`src/rtl/sb_ctrl.sv`:
```
// Store-buffer controller: round-robin write arbitration into an external FIFO
// and a one-entry-at-a-time drain to the data bus over a req/ack handshake.
module sb_ctrl #(
    parameter int NREQ       = 2,
    parameter int DATA_WIDTH = 32
) (
    input  logic                       clk,
    input  logic                       rst,
    input  logic [NREQ-1:0]            req_i,
    input  logic [NREQ*DATA_WIDTH-1:0] data_i,
    output logic [NREQ-1:0]            gnt_o,
    output logic [DATA_WIDTH-1:0]      fifo_wr_data_o,
    output logic                       fifo_wr_en_o,
    input  logic                       fifo_full_i,
    output logic                       fifo_rd_en_o,
    input  logic [DATA_WIDTH-1:0]      fifo_rd_data_i,
    input  logic                       fifo_empty_i,
    output logic                       bus_req_o,
    output logic [DATA_WIDTH-1:0]      bus_data_o,
    input  logic                       bus_ack_i,
    output logic                       idle_o
);

    localparam int PTR_W = (NREQ > 1) ? $clog2(NREQ) : 1;

    localparam logic [1:0] S_IDLE = 2'd0;
    localparam logic [1:0] S_LOAD = 2'd1;
    localparam logic [1:0] S_REQ  = 2'd2;

    logic [1:0]            r_state;
    logic [PTR_W-1:0]      r_rr_ptr;
    logic                  r_bus_req;
    logic [DATA_WIDTH-1:0] r_bus_data;

    logic [NREQ-1:0]       w_gnt;
    logic                  w_found;
    logic [PTR_W-1:0]      w_next_ptr;
    logic [DATA_WIDTH-1:0] w_wr_data;
    logic                  w_pop;
    int                    w_idx;

    // Search upward from the round-robin pointer, wrapping modulo NREQ.
    always_comb begin
        w_gnt      = '0;
        w_found    = 1'b0;
        w_next_ptr = r_rr_ptr;
        w_idx      = 0;
        if (!rst && !fifo_full_i) begin
            for (int k = 0; k < NREQ; k++) begin
                w_idx = int'(r_rr_ptr) + k;
                if (w_idx >= NREQ) w_idx = w_idx - NREQ;
                if (!w_found && req_i[w_idx[PTR_W-1:0]]) begin
                    w_gnt[w_idx[PTR_W-1:0]] = 1'b1;
                    w_found    = 1'b1;
                    w_next_ptr = (w_idx == NREQ - 1) ? '0 : PTR_W'(w_idx + 1);
                end
            end
        end
    end

    always_comb begin
        w_wr_data = '0;
        for (int i = 0; i < NREQ; i++) begin
            if (w_gnt[i]) w_wr_data = data_i[i*DATA_WIDTH +: DATA_WIDTH];
        end
    end

    // Pop from IDLE, or back-to-back on an accepted entry; never when empty.
    assign w_pop = !rst && !fifo_empty_i &&
                   ((r_state == S_IDLE) || ((r_state == S_REQ) && bus_ack_i));

    always_ff @(posedge clk) begin
        if (rst) begin
            r_state    <= S_IDLE;
            r_rr_ptr   <= '0;
            r_bus_req  <= 1'b0;
            r_bus_data <= '0;
        end else begin
            if (w_found) r_rr_ptr <= w_next_ptr;
            case (r_state)
                S_IDLE: begin
                    if (!fifo_empty_i) r_state <= S_LOAD;
                end
                S_LOAD: begin
                    r_bus_data <= fifo_rd_data_i;
                    r_bus_req  <= 1'b1;
                    r_state    <= S_REQ;
                end
                S_REQ: begin
                    if (bus_ack_i) begin
                        r_bus_req <= 1'b0;
                        r_state   <= fifo_empty_i ? S_IDLE : S_LOAD;
                    end
                end
                default: begin
                    r_bus_req <= 1'b0;
                    r_state   <= S_IDLE;
                end
            endcase
        end
    end

    assign gnt_o          = w_gnt;
    assign fifo_wr_en_o   = w_found;
    assign fifo_wr_data_o = w_wr_data;
    assign fifo_rd_en_o   = w_pop;
    assign bus_req_o      = r_bus_req;
    assign bus_data_o     = r_bus_data;
    assign idle_o         = (r_state == S_IDLE) && fifo_empty_i && !(|req_i);

endmodule

```
`config.mk`:
```
export PLATFORM = sky130hd
export DESIGN_NAME = sb_ctrl
export DESIGN_NICKNAME = d
export VERILOG_FILES = /design/src/rtl/sb_ctrl.sv
export SDC_FILE = /design/constraint.sdc
export NUM_CORES = 1
export LEC_CHECK = 0
export CAP_MARGIN = 10
export CORE_ASPECT_RATIO = 0.7
export CORE_MARGIN = 2
export CORE_UTILIZATION = 45
export CTS_CLUSTER_SIZE = 12
export DETAILED_ROUTE_END_ITERATION = 16
export DONT_BUFFER_PORTS = 1
export GPL_ROUTABILITY_DRIVEN = 0
export SLEW_MARGIN = 30
export SYNTH_ARGS = -nofsm -noshare
export SYNTH_HDL_FRONTEND = slang
export SYNTH_SLANG_ARGS = --single-unit
```
`constraint.sdc`:
```
create_clock -name clk -period 1.7 [get_ports clk]
set_input_delay 0.34 -clock clk [delete_from_list [all_inputs] [get_ports clk]]
set_output_delay 0.34 -clock clk [all_outputs]
set_load 0.02 [all_outputs]
```
[Yosys cells after proc, flatten, opt, wreduce, memory -nomap -nowiden]
Index checks and enable logic that the tools add are counted.
Storage, ports and cells
  register bits: 36
Operators by class
  equality and inequality tests: 6
  bitwise logic cells: 2
  $lt $le $gt $ge: 6
  reduce and logical (&&, ||, !) cells: 21
  muxes and demuxes: 32
  add/subtract/negate cells: 5
Operators with widths (count)
  32-bit 2-to-1 mux: 6
  32-bit by 2-bit equality test with 1-bit output, second input constant: 2
  1-bit 2-to-1 mux: 16
  2-bit 2-to-1 mux: 6
  1-bit logical AND: 9
  2-bit case mux with 3 select lines: 1
  1-bit logical NOT: 5
  1-bit by 2-bit < comparator with 1-bit output, second input constant: 2
  2-bit inequality test, second input constant: 2
  2-bit AND reduction: 2
  1-bit case mux with 3 select lines: 1
  3-bit AND reduction: 1
  1-bit by 2-bit subtractor with 3-bit output, second input constant: 1
  2-bit by 2-bit subtractor with 3-bit output, second input constant: 1
  1-bit adder, second input constant: 2
  1-bit by 1-bit adder with 2-bit output, second input constant: 1
  1-bit demux with 1-bit select: 2
  2-bit by 1-bit equality test with 1-bit output, second input constant: 1
  2-bit equality test, second input constant: 1
  1-bit greater-or-equal comparator, second input constant: 2
  1-bit by 2-bit greater-or-equal comparator with 1-bit output, second input constant: 1
  2-bit greater-or-equal comparator, second input constant: 1
  2-bit logical NOT: 1
  2-bit OR: 1
  other kinds (4): 4

[Longest topological paths before layout]
  depth in word-level cells: 14
  mapped depth: 5

[Least setup slack after synthesis]
Ideal clock, no wire load.
  path kind: input-to-output
  start point: in rst
  end point: out fifo_rd_en_o
  data required time: 1.360 ns
  arrival time: 1.653 ns
  slack: -0.293 ns
  buffers on the path: 1
  stages on the path: 2
  path through: clkbuf_1 a2111oi_0
On the way
  longest elaborated chain between the ends: 3
Ends and longest elaborated chain
  start: declaration: RTL line 8  | input logic rst,
  1-bit logical NOT: RTL line 69  | assign w_pop = !rst && !fifo_empty_i &&
  1-bit logical AND (2 in series): RTL line 69
  end: declaration: RTL line 15  | output logic fifo_rd_en_o,
No other way between the ends.

[Worst setup path in the final report]
  start point: reg r_rr_ptr
  end point: out fifo_wr_data_o[4]
On the way
  longest elaborated chain between the ends: 14
Ends and longest elaborated chain
  start: declaration: RTL line 31  | logic [PTR_W-1:0] r_rr_ptr;
  start signal: assignment: RTL line 79  | if (w_found) r_rr_ptr <= w_next_ptr;
  1-bit by 2-bit subtractor with 3-bit output / 1-bit by 2-bit greater-or-equal comparator with 1-bit output (equally long branches): RTL line 51  | if (w_idx >= NREQ) w_idx = w_idx - NREQ;
  32-bit 2-to-1 mux: RTL line 51
  32-bit 2-to-1 mux: RTL line 48  | if (!rst && !fifo_full_i) begin
  1-bit by 2-bit < comparator with 1-bit output (implied by the code) / 1-bit greater-or-equal comparator (equally long branches): RTL line 53  | w_gnt[w_idx[PTR_W-1:0]] = 1'b1;
  1-bit logical AND (implied by the code): RTL line 53
  1-bit 2-to-1 mux (implied by the code): RTL line 53
  1-bit demux with 1-bit select: RTL line 53
  2-bit 2-to-1 mux: RTL line 52  | if (!w_found && req_i[w_idx[PTR_W-1:0]]) begin
  2-bit 2-to-1 mux: RTL line 48
  2-bit OR (no source line)
  2-bit 2-to-1 mux (*): RTL line 52
  2-bit 2-to-1 mux (*): RTL line 48
  32-bit 2-to-1 mux: RTL line 64  | if (w_gnt[i]) w_wr_data = data_i[i*DATA_WIDTH +: DATA_WIDTH];
  32-bit 2-to-1 mux (*): RTL line 64
  end: declaration: RTL line 12  | output logic [DATA_WIDTH-1:0] fifo_wr_data_o,
Every way passes the cells marked *; elsewhere a longest branch is shown, timed or not. The select of a mux whose other input is x is not followed.

==> metrics.cfg <==
[run_status]
status = complete, but fails checks
violations = negative setup slack

[power]
power.leakage_uw = 0.0008637
intPower_uw = 1346
powerDensity_mw_per_mm2 = 892.4
p_sw_uw = 565.2
power_uw = 1912
power_frac_seq = 0.504
vdd_drop_max_mv = 0.5167
clockPowerShare = 0.342
sw_frac_of_total = 0.2957
pwr-share-comb = 0.153

[die]
core_sq_mm = 0.003513
die_x_um = 76.33
initial_core_util = 0.4690
die-area_sq_mm = 0.004170
fp-row-count = 18
ios = 173
dieHeight_um = 54.63

[clock_tree]
h-tree-depth = 2
clkSinkCount = 36
worstSkewPairLatency_ns = 0.29
cts-root-buf = clkbuf_8
cts_max_path_buffers = 2
cts_buffers = 5
tritoncts = yes
clk_pin_slew_ns = 0.08

[job]
max_cap_viol_count = 0

[final_layout]
drive_gt1_frac = 0.2775
final_area_sq_mm = 0.002142
syn_to_final_growth_pct = 29.99
stdcell_count = 259
final_core_util = 0.6097
nets = 311
n_antenna_cell = 0

[setup_path]
worstPathCellList = nand2b_4 > and3_4 > buf_8 > a22o_1 > buf_6
cp_max_fo = 6
critPathCaptureType = output port
critPathKind = reg -> out
critPathSlowestCell = dfxtp_2
rr_worst_depth = 4
critPathArrivalTime_ns = 1.47
cp_data_required_time_ns = 1.36
cp-start-kind = register
crit_path_max_incr_delay_ns = 0.34
crit_cells = 5
cp_top_family = flip-flops
crit_buf_inv = 2

[sta]
slew_headroom = 0.7079
worstMarginPinSlew_ns = 0.4271
fmax_ghz = 0.5535
finalSetupViolations = 32
final_hold_viol_count = 0
period_share = 1.063
clock_skew_ns = 0.004678
rsz0062_at_grt = true
drv_slew = 0
min_period_ns = 1.807
setup_ws_ns = -0.1067

[global_routing]
grt_pass1_vias = 1398
grtUsageTotal = 0.2551
grt_max_degree = 40
grt_pass1_wl_um = 7748
grt-ovfl-total = 0
antenna_found_initial = 0

[synth]
synth_cell_types = 16
syn_area_sq_mm = 0.001648
synth.avg_cell_area_sq_um = 7.999
yosysWarningCount = 0
synth_seq_cells = 36
yosysSeqAreaShare = 0.4374
synth_cells = 206
synth_fp_nets = 309

[place]
port_buffers = 0
dpl-instance-area_sq_mm = 0.001684
placedCellCount = 247
hpwl_um = 4190

[detailed_routing]
drtIter0Drc = 51
dr.pass1.iters = 5
wl_per_cell_um = 23.55
drc_errors = 0
route.vias.total = 1560
antenna_left = 0
viasPerCell = 6.023
wirelength_um = 6099

[hold_path]
min_path_type = in -> reg
hold_path_depth = 1

==> cells in the final DEF, fill, tap and decap left out, types with 2 or more instances in the layout <==
cell type / n
nor2_1: 6
a22o_2: 4
buf_4: 6
buf_12: 2
clkbuf_8: 6
nor3_1: 2
buf_6: 2
inv_1: 2
a21oi_1: 34
a22o_1: 2
clkbuf_16: 3
and3_4: 2
dfxtp_1: 35
a22o_4: 26
nand2_1: 65
==> logic make-up after synthesis <==
group | share of synthesized area
DFF | 0.4374
and+or+nand+nor | 0.1944
buffers and inverters | 0.07896
AOI/OAI and AO/OA | 0.2893
==> synthesized netlist by cell type <==
master     instances  area share
and3_1             3       0.011
inv_1              2      0.0046
a2111oi_0          2       0.011
nand2_1           65        0.15
a311oi_1           1      0.0053
dfxtp_1           36        0.44
clkbuf_1           4      0.0091
nand2b_1           2      0.0076
buf_4              3       0.014
buf_2              8       0.024
nor2b_1            2      0.0076
a21oi_1           34        0.10
nor3_1             2      0.0061
nor2_1             6       0.014
a22o_1            32        0.17
buf_6              4       0.027
==> routing by layer <==
metal / vias to the layer above / share of wire / track usage
li1: 724 / - / -
met1: 729 / 0.38 / 0.2989
met2: 93 / 0.51 / 0.4277
met3: 14 / 0.089 / 0.09736
met4: 0 / 0.025 / 0.1212
met5: - / 0 / 0
==> per-stage QoR <==
stage / setup WS (ns) / TNS, ns / hold slack (ns)
floorplan: 0.1553 / 0 / 0.4231
global placement: 0.1792 / 0 / 0.4125
detailed placement: 0.1191 / 0 / 0.4137
CTS: -0.07544 / -1.831 / 0.1026
global route: -0.1334 / -2.268 / 0.09295
finish: -0.1067 / -1.522 / 0.1077
==> cell type report <==
| class | instances | area, sq um |
|---|---|---|
| multi-input cells | 149 | 1056 |
| inverters | 2 | 7.507 |
| fillers | 320 | 1371 |
| flip-flops and latches | 36 | 721.9 |
| clock inverters | 2 | 13.76 |
| well taps | 50 | 62.56 |
| repair buffers | 14 | 197.7 |
| clock buffers | 6 | 82.58 |
==> power by group through the flow <==
stage                     clock network [uW]  registers, uW  logic (uW)
after floorplan                            0            974         204
after detailed placement                   0            983         223
after CTS                                668            964         262
after global routing                     709            969         315
final                                    654            964         293
after global placement                     0            982         215
==> what timing repair did <==
action                                  in CTS  in global routing
hold buffers                                 0                  0
pin swaps                                    2                  8
endpoints found under the setup margin      32                 32
cloned                                       0                  3
resized for setup                           47                 12
buffers inserted                             1                  0
==> worst paths after layout <==
path | start | endpoint | slack, ns
setup / recovery | r_rr_ptr | fifo_wr_data_o[4] | -0.11
hold / removal | rst | bus_data_o[12] | 0.11
setup reg to reg | r_state[0] | bus_data_o[29] | 0.42
hold reg to reg | bus_data_o[14] | bus_data_o[14] | 0.55
==> state kept, by name, indices dropped and copies added, names as in the netlist <==
register / count
bus_data_o: 32
bus_req_o: 1
r_rr_ptr: 1
r_state: 2
Note: power is estimated with default switching activity, not from simulation.
